===== config.mk =====
export PLATFORM = sky130hd
export DESIGN_NAME = irq_ctrl
export DESIGN_NICKNAME = d
export VERILOG_FILES = /design/src/rtl/irq_ctrl_pkg.sv /design/src/rtl/irq_ctrl_sync.sv /design/src/rtl/irq_ctrl.sv
export SDC_FILE = /design/constraint.sdc
export NUM_CORES = 1
export LEC_CHECK = 0
export CAP_MARGIN = 25
export CORE_UTILIZATION = 45
export DETAILED_ROUTE_END_ITERATION = 8
export DONT_BUFFER_PORTS = 1
export SETUP_SLACK_MARGIN = 0.02
export SYNTH_ARGS = -nofsm -noshare
export SYNTH_HDL_FRONTEND = slang
export SYNTH_SLANG_ARGS = --single-unit

===== constraint.sdc =====
create_clock -name wb_clk_i -period 1.9 [get_ports wb_clk_i]
set_clock_uncertainty 0.15 [all_clocks]
set_input_delay 0.475 -clock wb_clk_i [delete_from_list [all_inputs] [get_ports wb_clk_i]]
set_output_delay 0.475 -clock wb_clk_i [all_outputs]
set_load 0.05 [all_outputs]

===== src/rtl/irq_ctrl_pkg.sv =====
`default_nettype none
// ============================================================================
//  Module      : irq_ctrl_pkg
//  Description : Register map, ACTIVE field layout and bus FSM encoding for
//                the irq_ctrl interrupt controller.
//  Revision    : 1.0 - initial release
// ============================================================================
package irq_ctrl_pkg;

    localparam logic [2:0] IRQ_PEND   = 3'd0;
    localparam logic [2:0] IRQ_MASK   = 3'd1;
    localparam logic [2:0] IRQ_EDGE   = 3'd2;
    localparam logic [2:0] IRQ_SET    = 3'd3;
    localparam logic [2:0] IRQ_ACTIVE = 3'd4;

    localparam int ACTIVE_VALID_BIT = 31;
    localparam int ACTIVE_ID_MSB    = 4;

    typedef enum logic [0:0] {
        BUS_IDLE = 1'b0,
        BUS_ACK  = 1'b1
    } bus_state_e;

    function automatic logic [31:0] byte_mask(input logic [3:0] sel);
        return {{8{sel[3]}}, {8{sel[2]}}, {8{sel[1]}}, {8{sel[0]}}};
    endfunction

endpackage
`default_nettype wire


===== src/rtl/irq_ctrl_sync.sv =====
`default_nettype none
// ============================================================================
//  Module      : irq_sync_edge
//  Description : Per-line synchroniser chain, one-cycle delayed copy and
//                rising-edge detect.
//  Revision    : 1.0 - initial release
// ============================================================================
module irq_sync_edge #(
    parameter int SYNC_STAGES = 2
) (
    input  logic clk_i,
    input  logic rst_n_i,
    input  logic irq_i,
    output logic s_o,
    output logic rise_o
);

    logic [SYNC_STAGES-1:0] sync_q;
    logic                   s_d_q;

    always_ff @(posedge clk_i) begin
        if (!rst_n_i) begin
            sync_q <= '0;
            s_d_q  <= 1'b0;
        end else begin
            sync_q <= {sync_q[SYNC_STAGES-2:0], irq_i};
            s_d_q  <= sync_q[SYNC_STAGES-1];
        end
    end

    assign s_o    = sync_q[SYNC_STAGES-1];
    assign rise_o = sync_q[SYNC_STAGES-1] & ~s_d_q;

endmodule
`default_nettype wire


===== src/rtl/irq_ctrl.sv =====
`default_nettype none
// ============================================================================
//  Module      : irq_ctrl
//  Description : Programmable interrupt controller with Wishbone B3 classic
//                configuration port; drives the masked vector to the CPU.
//  Revision    : 1.0 - initial release
// ============================================================================
module irq_ctrl #(
    parameter int NUM_IRQ     = 32,
    parameter int SYNC_STAGES = 2
) (
    input  logic               wb_clk_i,
    input  logic               wb_rst_n_i,
    input  logic [NUM_IRQ-1:0] irq_i,
    input  logic [2:0]         wb_adr_i,
    input  logic [31:0]        wb_dat_i,
    input  logic [3:0]         wb_sel_i,
    input  logic               wb_we_i,
    input  logic               wb_cyc_i,
    input  logic               wb_stb_i,
    output logic [31:0]        wb_dat_o,
    output logic               wb_ack_o,
    output logic [31:0]        irq_vec_o,
    output logic               irq_o
);
    import irq_ctrl_pkg::*;

    function automatic logic [31:0] zext(input logic [NUM_IRQ-1:0] v);
        zext              = '0;
        zext[NUM_IRQ-1:0] = v;
    endfunction

    bus_state_e         state_q, state_d;
    logic [NUM_IRQ-1:0] pend_q, pend_d;
    logic [NUM_IRQ-1:0] mask_q, mask_d;
    logic [NUM_IRQ-1:0] edge_q, edge_d;
    logic [NUM_IRQ-1:0] vec_q;
    logic               irq_q;
    logic [31:0]        dat_q, dat_d;

    logic [NUM_IRQ-1:0] w_s, w_rise, w_pm, w_wm, w_wbits;
    logic [31:0]        w_wm_full, w_wbits_full, w_rdata, w_active;
    logic               w_go, w_wr;
    logic               w_wr_pend, w_wr_mask, w_wr_edge, w_wr_set;

    for (genvar gi = 0; gi < NUM_IRQ; gi++) begin : g_line
        irq_sync_edge #(
            .SYNC_STAGES (SYNC_STAGES)
        ) u_sync (
            .clk_i   (wb_clk_i),
            .rst_n_i (wb_rst_n_i),
            .irq_i   (irq_i[gi]),
            .s_o     (w_s[gi]),
            .rise_o  (w_rise[gi])
        );
    end

    // A transfer is accepted only from IDLE, which makes a held strobe ack every other cycle.
    assign w_go         = (state_q == BUS_IDLE) && wb_cyc_i && wb_stb_i;
    assign w_wr         = w_go && wb_we_i;
    assign w_wr_pend    = w_wr && (wb_adr_i == IRQ_PEND);
    assign w_wr_mask    = w_wr && (wb_adr_i == IRQ_MASK);
    assign w_wr_edge    = w_wr && (wb_adr_i == IRQ_EDGE);
    assign w_wr_set     = w_wr && (wb_adr_i == IRQ_SET);
    assign w_wm_full    = byte_mask(wb_sel_i);
    assign w_wbits_full = wb_dat_i & w_wm_full;
    assign w_wm         = w_wm_full[NUM_IRQ-1:0];
    assign w_wbits      = w_wbits_full[NUM_IRQ-1:0];
    assign w_pm         = pend_q & mask_q;

    always_comb begin
        state_d = state_q;
        case (state_q)
            BUS_IDLE: if (wb_cyc_i && wb_stb_i) state_d = BUS_ACK;
            BUS_ACK:  state_d = BUS_IDLE;
            default:  state_d = BUS_IDLE;
        endcase
    end

    always_comb begin
        w_active = '0;
        for (int i = NUM_IRQ - 1; i >= 0; i--) begin
            if (w_pm[i]) begin
                w_active[ACTIVE_VALID_BIT]  = 1'b1;
                w_active[ACTIVE_ID_MSB:0]   = 5'(i);
            end
        end
    end

    always_comb begin
        case (wb_adr_i)
            IRQ_PEND:   w_rdata = zext(pend_q);
            IRQ_MASK:   w_rdata = zext(mask_q);
            IRQ_EDGE:   w_rdata = zext(edge_q);
            IRQ_ACTIVE: w_rdata = w_active;
            default:    w_rdata = '0;
        endcase
        dat_d = (w_go && !wb_we_i) ? w_rdata : '0;
    end

    always_comb begin
        mask_d = mask_q;
        edge_d = edge_q;
        if (w_wr_mask) mask_d = (mask_q & ~w_wm) | w_wbits;
        if (w_wr_edge) edge_d = (edge_q & ~w_wm) | w_wbits;
    end

    // Edge lines: set beats clear. A line switching level->edge restarts at 0 unless it rose now.
    always_comb begin
        pend_d = pend_q;
        for (int i = 0; i < NUM_IRQ; i++) begin
            if (edge_q[i]) begin
                if (w_rise[i] || (w_wr_set && w_wbits[i])) pend_d[i] = 1'b1;
                else if (w_wr_pend && w_wbits[i])          pend_d[i] = 1'b0;
            end else if (w_wr_edge && w_wbits[i]) begin
                pend_d[i] = w_rise[i];
            end else begin
                pend_d[i] = w_s[i];
            end
        end
    end

    always_ff @(posedge wb_clk_i) begin
        if (!wb_rst_n_i) begin
            state_q <= BUS_IDLE;
            pend_q  <= '0;
            mask_q  <= '0;
            edge_q  <= '0;
            vec_q   <= '0;
            irq_q   <= 1'b0;
            dat_q   <= '0;
        end else begin
            state_q <= state_d;
            pend_q  <= pend_d;
            mask_q  <= mask_d;
            edge_q  <= edge_d;
            vec_q   <= w_pm;
            irq_q   <= |w_pm;
            dat_q   <= dat_d;
        end
    end

    assign wb_ack_o  = (state_q == BUS_ACK);
    assign wb_dat_o  = dat_q;
    assign irq_vec_o = zext(vec_q);
    assign irq_o     = irq_q;

endmodule
`default_nettype wire


Yosys cells after proc, flatten, opt, wreduce, memory -nomap -nowiden
Index checks and enable logic that the tools add are counted.
- bits in registers: 258
- output and inout port bits: 66
- eq/ne operators: 36
- mux-type cells: 195
- bitwise operators: 72
- reductions and logical operators: 141
- operators by type and width (cell ; number):
    1-bit two-way mux ; 161
    5-bit two-way mux ; 32
    32-bit bitwise AND ; 4
    32-bit one-hot mux with 4 select lines ; 1
    1-bit logical AND ; 105
    3-bit by 1-bit != test with 1-bit output (second input constant) ; 32
    32-bit bitwise OR ; 2
    1-bit inverter ; 33
    1-bit bitwise AND ; 32
    1-bit logical OR ; 32
    32-bit inverter ; 1
    32-bit OR reduction ; 1
    3-bit by 2-bit == test with 1-bit output (second input constant) ; 2
    3-bit by 1-bit == test with 1-bit output (second input constant) ; 1
    3-bit == test (second input constant) ; 1
    3-bit logical NOT ; 1
    1-bit one-hot mux with 2 select lines ; 1
    2-bit AND reduction ; 1
    1-bit logical NOT ; 1

Logic depth before layout (Yosys ltp)
Gate-level depths: netlist (run 1).
- depth after elaboration: 34
- mapped depth: 8
- mapped depth without buffers: 6

Cells and area by module
Synthesis (run 1) repeated with hierarchy kept, for this count alone.
- cell total of the unflattened synthesis: 1135
- area, all modules: 10637.7 µm²
- modules (own cells, without submodules) (module ; times used ; cells an instance ; area an instance (µm²)):
    irq_ctrl ; 1 ; 911 ; 7674.9
    irq_sync_edge ; 32 ; 7 ; 92.6

Least setup slack after synthesis (run 1)
OpenSTA, ideal clock, no wires.
- kind: register to register
- start point: register state_q (netlist: wb_ack_o)
- end point: register pend_q[17]
- data arrival time: 1.727 ns
- slack: -0.095 ns
- stages on the path, launching flop included: 7
- clock period less this slack: 1.995 ns
- cells stage by stage: dfxtp_1 > nand3b_4 > nor2b_4 > and4_1 > clkbuf_1 > a22o_1 > a32o_1
- cells in the longest elaborated chain, start to end: 9
- elaborated cells on any way between the ends: 15
- classes of those cells: eq/ne: 1; mux: 3; bitwise: 1; reduce/logical: 10
- ends and longest elaborated chain (what ; RTL line ; source):
    start, declared ; irq_ctrl.sv:33 ; bus_state_e state_q, state_d;
    start signal, assigned ; irq_ctrl.sv:133 ; state_q <= state_d;
    1-bit inverter * ; - ;
    1-bit logical AND * (2 in a row) ; irq_ctrl.sv:59 ; assign w_go = (state_q == BUS_IDLE) && wb_cyc_i && wb_stb_i;
    1-bit logical AND * ; irq_ctrl.sv:60 ; assign w_wr = w_go && wb_we_i;
    1-bit logical AND ; irq_ctrl.sv:64 ; assign w_wr_set = w_wr && (wb_adr_i == IRQ_SET);
    1-bit logical AND ; irq_ctrl.sv:113 ; if (w_rise[i] || (w_wr_set && w_wbits[i])) pend_d[i] = 1'b1;
    1-bit logical OR ; irq_ctrl.sv:113 ;
    1-bit two-way mux ; irq_ctrl.sv:113 ;
    1-bit two-way mux ; irq_ctrl.sv:112 ; if (edge_q[i]) begin
    end signal, assigned ; irq_ctrl.sv:134 ; pend_q <= pend_d;
    end, declared ; irq_ctrl.sv:34 ; logic [NUM_IRQ-1:0] pend_q, pend_d;
Every way passes the cells marked *; elsewhere a longest branch is shown, timed or not.
A chain may end at the register's enable or synchronous reset.

Final worst setup path (run 1)
Ends and elaborated chain as after synthesis.

==> metrics.cfg, run 1 <==
[status]
outcome = finished with violations
violations = design-rule violations

[synthesis]
synthFlopType = dfxtp_1
netlist_instances = 1067
syn-cell-area_um2 = 10150
async_flop_share = 0
ys_types = 56
syn_area_per_cell_um2 = 9.512
synthTopCellsByArea = dfxtp_1 51%, and2_1 6.5%, mux2i_1 6.3%
yosysTopAreaCell = dfxtp_1
synth_edf_count = 0
synth.net_count = 1143
ys_seq_elements = 258
yosysTopAreaCellShare = 0.5089
yosys_warnings = 0
seq_area_frac_synth = 0.5089

[detailed_routing]
wl_met2_um = 13430
wl_met3_um = 1505
routed_via_density = 5.341
drt_pass1_iterations = 7
wirelength_um = 28870
first_iter_violations = 487
route.detailed.drc = 26
dr_total_vias = 8701
top_layer = met4
postRouteAntennaNets = 0
drt-wirelength-per-cell_um = 17.72
wl_met1_um = 12990

[placed_design]
dpl_worst_slack_ns = -0.2157
dpl.hpwl_um = 16670
numPortBuffers = 0
gp_congestion = 0.7983
dp.cells = 1388

[layout]
area_delta_synth_final_pct = 38.97
nNetsFinal = 1407
drive_gt1_frac = 0.1639
layout_common_cells = 248 x dfxtp_1, 182 x dlygate4sd3_1, 113 x nand2_1
layout.cells.non_filler = 1629
mostFrequentLayoutCell = dfxtp_1

[die]
ios = 142
dieArea_um2 = 23160
rows = 54
die_x_um = 152.2
initial_core_util = 0.4622
die_y_um = 152.2
core_um2 = 21960

[power_and_ir_drop]
ir_worst_vdd_uv = 733.5
leakage_uw = 0.005938
pwr_density_cell_nw_per_um2 = 820.8

[clock_tree]
cts.path.max_buffers = 3
cts_num_sinks = 258
tritoncts.num_buffers = 27
cts_tree = done
htreeDepth = 1
worstSkewPairLatency_ns = 0.54
clock-root-buffer = clkbuf_16
clkTransAtPathRegs_ns = 0.06

[timing]
fin_crit_sh = 0.9723
relSlewSlack = 0.6309
tightestPinTransition_ns = 0.5529
setup_viol = 0
period_needed_ns = 1.847
fmax_mhz = 541.3
worst_slack_ns = 0.05272
hold_viol_final = 0
rsz0062_at_grt = yes
maxSlewViolCount = 0

[worst_hold_path]
holdCritPathClass = input pin to register

[worst_setup_path]
path_cells = nand3b_4 -> nor2b_4 -> buf_12 -> and3_4 -> buf_6 -> nand2_1 -> a22o_1 -> a32o_2
crit_type = register to register
crit_fanout = 8
startpoint_type = register
worstPathBufferInverterCount = 2
end_kind = register
crit_arrival_ns = 2.13
max_stage_delay_ns = 0.32
required_ns = 2.18
cp_top_family = simple AND/OR/NAND/NOR gates
slowest_stage = dfxtp_2

[flow_run]
cap_violations = 0

[global_route]
grt_pass1_wl_um = 46090
grt_pass1_vias = 8595
grt-ovfl-total = 0
track_usage = 0.2470
grt_max_degree = 127
grt_antenna_before_repair = 1

Yosys cell counts, drive strengths merged, types with 2 or more instances:
cell	instances
nand2	115
nor3b	2
nor2b	60
nor3	2
a31o	2
a22o	23
nand4b	2
nor2	65
and4	2
nand2b	2
a31oi	2
a21boi	38
mux2i	64
dfxtp	258
a21oi	66
o22ai	2
a32o	11
a22oi	12
a221oi	2
a41oi	10
clkbuf	33
a41o	8
nand4	2
and4b	2
buf	27
and3b	3
inv	17
nand3	22
a222oi	2
a32oi	10
and3	38
and2	106
o21ai	47
power by group:
part           leakage, uW  total, uW  switching (uW)  internal (uW)
Combinational      0.00339        607             222            385
Sequential         0.00210       5560            47.0           5520
Clock             0.000444       5410            2150           3260
worst reg2reg max path, cell delays in order (launching register included):
cell and delay, ns:
dfxtp_2 0.32, nand3b_4 0.17, nor2b_4 0.14, buf_12 0.14
and3_4 0.22, buf_6 0.11, nand2_1 0.05, a22o_1 0.18
a32o_2 0.26
per-stage QoR:
stage,util,hold slack (ns),setup TNS (ns),total power (uW),instance area [um2]
4_1_cts,0.6281,0.005510,0,11630,13790
3_5_place_dp,0.5002,0.2684,-6.648,5990,10980
6_report,0.6423,0.02448,0,11580,14100
2_1_floorplan,-,0.2619,0,5986,10150
5_1_grt,0.6422,0.006964,-0.01454,11970,14100
3_3_place_gp,0.5002,0.2643,-5.939,5986,10980
final timing paths:
path / endpoint / slack [ns] / cells after the start / startpoint
setup / recovery: pend_q[17] / 0.05 / 8 / wb_ack_o
hold / removal: register / 0.02 / 2 / wb_dat_i[15]
setup reg to reg: pend_q[17] / 0.05 / 8 / wb_ack_o
hold reg to reg: pend_q[30] / 0.32 / 2 / g_line[30].u_sync.sync_q[1]
area by class of cell:
cell class | instances | area (um2)
well taps | 280 | 350.3
repair buffers | 295 | 2815
clock buffers | 34 | 732.0
multi-input cells | 732 | 4791
diodes | 1 | 2.502
clock inverters | 12 | 170.2
fillers | 1806 | 7854
flip-flops and latches | 258 | 5180
inverters | 17 | 63.81
timing repair:
action	CTS	global route
endpoints found under the hold margin	214	0
endpoints found under the setup margin	36	46
gates resized for setup	10	79
hold buffers	183	0
setup buffers	2	8
pin swaps	5	41
cloned	0	1
metal layers:
| metal | up-vias | track usage |
|---|---|---|
| li1 | 4245 | - |
| met1 | 4146 | 0.3197 |
| met2 | 248 | 0.4110 |
| met3 | 62 | 0.04039 |
| met4 | 0 | 0.09961 |
| met5 | - | 0 |
cell families after synthesis:
logic type             Yosys count  synth area share
DFF                            258            0.5089
AOI/OAI and AO/OA              242            0.1632
and+or+nand+nor                426            0.2282
buffers and inverters           77           0.03661
muxes                           64           0.06312
Note: power is estimated with default switching activity, not from simulation.
==> run 2, diff against run 1 <==
CAP_MARGIN = 15   (was 25)
CTS_BUF_LIST = sky130_fd_sc_hd__clkbuf_8   (was unset)
==> metrics.cfg, run 2 (synthesis gave the netlist of run 1 again) <==
[timing]
fmax_mhz = 530.1  ; was 541.3 MHz
tightestPinTransition_ns = 0.5642  ; was 0.5529 ns
hold_ws_ns = 0.03997  ; was 0.02448 ns
fin_crit_sh = 0.9929  ; was 0.9723
hold_viol_final = 0  ; unchanged
relSlewSlack = 0.6234  ; was 0.6309
setup_viol = 0  ; unchanged
rsz0062_at_grt = yes  ; unchanged
maxSlewViolCount = 0  ; unchanged
period_needed_ns = 1.887  ; was 1.847 ns

[power_and_ir_drop]
ir_worst_vdd_uv = 662.4  ; was 733.5 uV
power_switching_uw = 2445  ; was 2422 uW
leakage_uw = 0.006016  ; was 0.005938 uW
pwr-share-comb = 0.052  ; about the same
pwr_density_cell_nw_per_um2 = 829.3  ; was 820.8 nW/um2
internal_power_uw = 9273  ; was 9155 uW
clkPwrFrac = 0.474  ; was 0.467
seq_power_share = 0.475  ; was 0.480
switching_share = 0.2086  ; was 0.2092

[layout]
layout.cells.non_filler = 1655  ; was 1629
nNetsFinal = 1422  ; was 1407
area_delta_synth_final_pct = 39.20  ; was 38.97%
n_fill_cell = 1814  ; was 1806
drive_gt1_frac = 0.1702  ; was 0.1639
layout_common_cells = 248 x dfxtp_1, 183 x dlygate4sd3_1, 113 x nand2_1  ; was 248 x dfxtp_1, 182 x dlygate4sd3_1, 113 x nand2_1
num_antenna_cells = 0  ; was 1
mostFrequentLayoutCell = dfxtp_1  ; unchanged

[global_route]
grt_pass1_vias = 8772  ; was 8595
grt_antenna_before_repair = 0  ; was 1
track_usage = 0.2491  ; was 0.2470
grt_pass1_wl_um = 46440  ; was 46090 um
grt_max_degree = 127  ; unchanged
grt-ovfl-total = 0  ; unchanged

[placed_design]
dpl.hpwl_um = 16670  ; unchanged
numPortBuffers = 0  ; unchanged
dp.cells = 1388  ; unchanged
gp_congestion = 0.7983  ; unchanged

[detailed_routing]
route.detailed.drc = 13  ; was 26
drt_pass1_iterations = 7  ; unchanged
wirelength_um = 28980  ; was 28870 um
routed_via_density = 5.290  ; was 5.341
dr_total_vias = 8755  ; was 8701
postRouteAntennaNets = 0  ; unchanged
drt-wirelength-per-cell_um = 17.51  ; was 17.72 um
first_iter_violations = 554  ; was 487

[clock_tree]
htreeDepth = 2  ; was 1
clkTransAtPathRegs_ns = 0.06  ; about the same
cts_tree = done  ; unchanged
worstSkewPairLatency_ns = 0.54  ; about the same
tritoncts.num_buffers = 43  ; was 27
cts.path.max_buffers = 3  ; unchanged
cts_num_sinks = 258  ; unchanged
clock-root-buffer = clkbuf_8  ; was clkbuf_16

[worst_setup_path]
startpoint_type = register  ; unchanged
crit_fanout = 2  ; was 8
reg2reg_depth = 7  ; was 8
slowest_stage = dfxtp_2  ; unchanged
cp_top_family = compound AO/OA/AOI/OAI gates  ; was simple AND/OR/NAND/NOR gates
required_ns = 2.14  ; was 2.18 ns
reg2reg_slack_ns = 0.01  ; was 0.05 ns
crit_arrival_ns = 2.13  ; about the same
end_kind = register  ; unchanged
path_cells = nand2_2 -> a32o_1 -> a222oi_1 -> buf_4 -> nand4_1 -> o21ai_2 -> a31oi_2  ; was nand3b_4 -> nor2b_4 -> buf_12 -> and3_4 -> buf_6 -> nand2_1 -> a22o_1 -> a32o_2
crit_type = register to register  ; unchanged
worstPathBufferInverterCount = 1  ; was 2
max_stage_delay_ns = 0.33  ; was 0.32 ns
timing.rr.end = wb_dat_o[0]  ; was pend_q[17]

[status]
violations = design-rule violations  ; unchanged
outcome = finished with violations  ; unchanged

[worst_hold_path]
worstHoldStart = wb_dat_i[12]  ; was wb_dat_i[15]
min_to = pend_q[12]
hold_depth = 3  ; was 2
holdCritPathClass = input pin to register  ; unchanged

[die]
die_x_um = 152.2  ; unchanged
initial_core_util = 0.4622  ; unchanged
core_um2 = 21960  ; unchanged
rows = 54  ; unchanged
ios = 142  ; unchanged
dieArea_um2 = 23160  ; unchanged
die_y_um = 152.2  ; unchanged

[flow_run]
cap_violations = 0  ; unchanged

-- run 2: cell types whose count changed in the layout (fill, tap and decap cells not counted), moves of 3 or more --
cell	before	now
and2_1	97	102
and2_4	9	4
buf_4	96	99
buf_6	8	5
clkbuf_1	4	0
clkbuf_16	28	1
clkbuf_8	3	61
inv_1	17	22
o21ai_0	17	28
o21ai_1	22	15
o21ai_2	8	4
-- run 2: timing repair --
item / in CTS / in global routing
endpoints found under the setup margin: 36 / 46
setup buffers: 2 / 7
hold buffers: 184 / 0
resized for setup: 11 / 47
endpoints found under the hold margin: 217 / 0
cloned: 0 / 1
pin swaps: 8 / 24
-- run 2: power groups by stage --
stage | Clock, uW | Sequential [uW] | Combinational (uW)
6_report | 5550 | 5560 | 604
5_1_grt | 5900 | 5570 | 648
4_1_cts | 5640 | 5560 | 585
3_5_place_dp | 0 | 5680 | 311
3_3_place_gp | 0 | 5680 | 308
2_1_floorplan | 0 | 5680 | 310
-- run 2: worst register-to-register path: stages (launching register included) --
cell      delay, ns
dfxtp_2        0.33
nand2_2        0.06
a32o_1         0.25
a222oi_1       0.31
buf_4          0.19
nand4_1        0.12
o21ai_2        0.20
a31oi_2        0.14
-- run 2: how the worst max path moves through the flow --
stage | startpoint | endpoint | slack (ns) | depth (start not counted)
after floorplan | wb_we_i | pend_q[31] | 0.07 | 8
after global placement | wb_we_i | pend_q[23] | -0.18 | 6
after detailed placement | wb_we_i | pend_q[23] | -0.22 | 6
after CTS | wb_ack_o | pend_q[1] | -0.03 | 8
after global routing | register | wb_dat_o[2] | -0.01 | 6
final | register | wb_dat_o[0] | 0.01 | 7
-- run 2: stage by stage --
stage | utilization | setup slack (ns) | area (um2) | TNS [ns] | total power [uW]
global route | 0.6434 | -0.01067 | 14130 | -0.01756 | 12120
detailed placement | 0.5002 | -0.2157 | 10980 | -6.648 | 5990
finish | 0.6434 | 0.01346 | 14130 | 0 | 11720
CTS | 0.6326 | -0.03319 | 13890 | -0.1395 | 11790
global placement | 0.5002 | -0.1832 | 10980 | -5.939 | 5986
floorplan | - | 0.07341 | 10150 | 0 | 5986
-- run 2: layout make-up --
type                            instances  area (um2)  area share
Multi-Input combinational cell        732        4757      0.3367
Clock buffer                           61       839.6     0.05942
Sequential cell                       258        5180      0.3666
Inverter                               17       63.81    0.004516
Timing Repair Buffer                  294        2779      0.1967
Clock inverter                         13       158.9     0.01125
Tap cell                              280       350.3     0.02480
-- run 2: layer usage --
layer	global-route usage	wire (um)	part of all wire
met3	0.04209	1553	0.054
met5	0	0	0
met1	0.3236	13000	0.45
met2	0.4106	13480	0.47
met4	0.1035	952	0.033
==> run 3, diff against run 2 <==
CAP_MARGIN = 20   (was 15)
==> results of run 3 <==
Same layout as run 2: the final DEF is identical, and so are final timing and power.
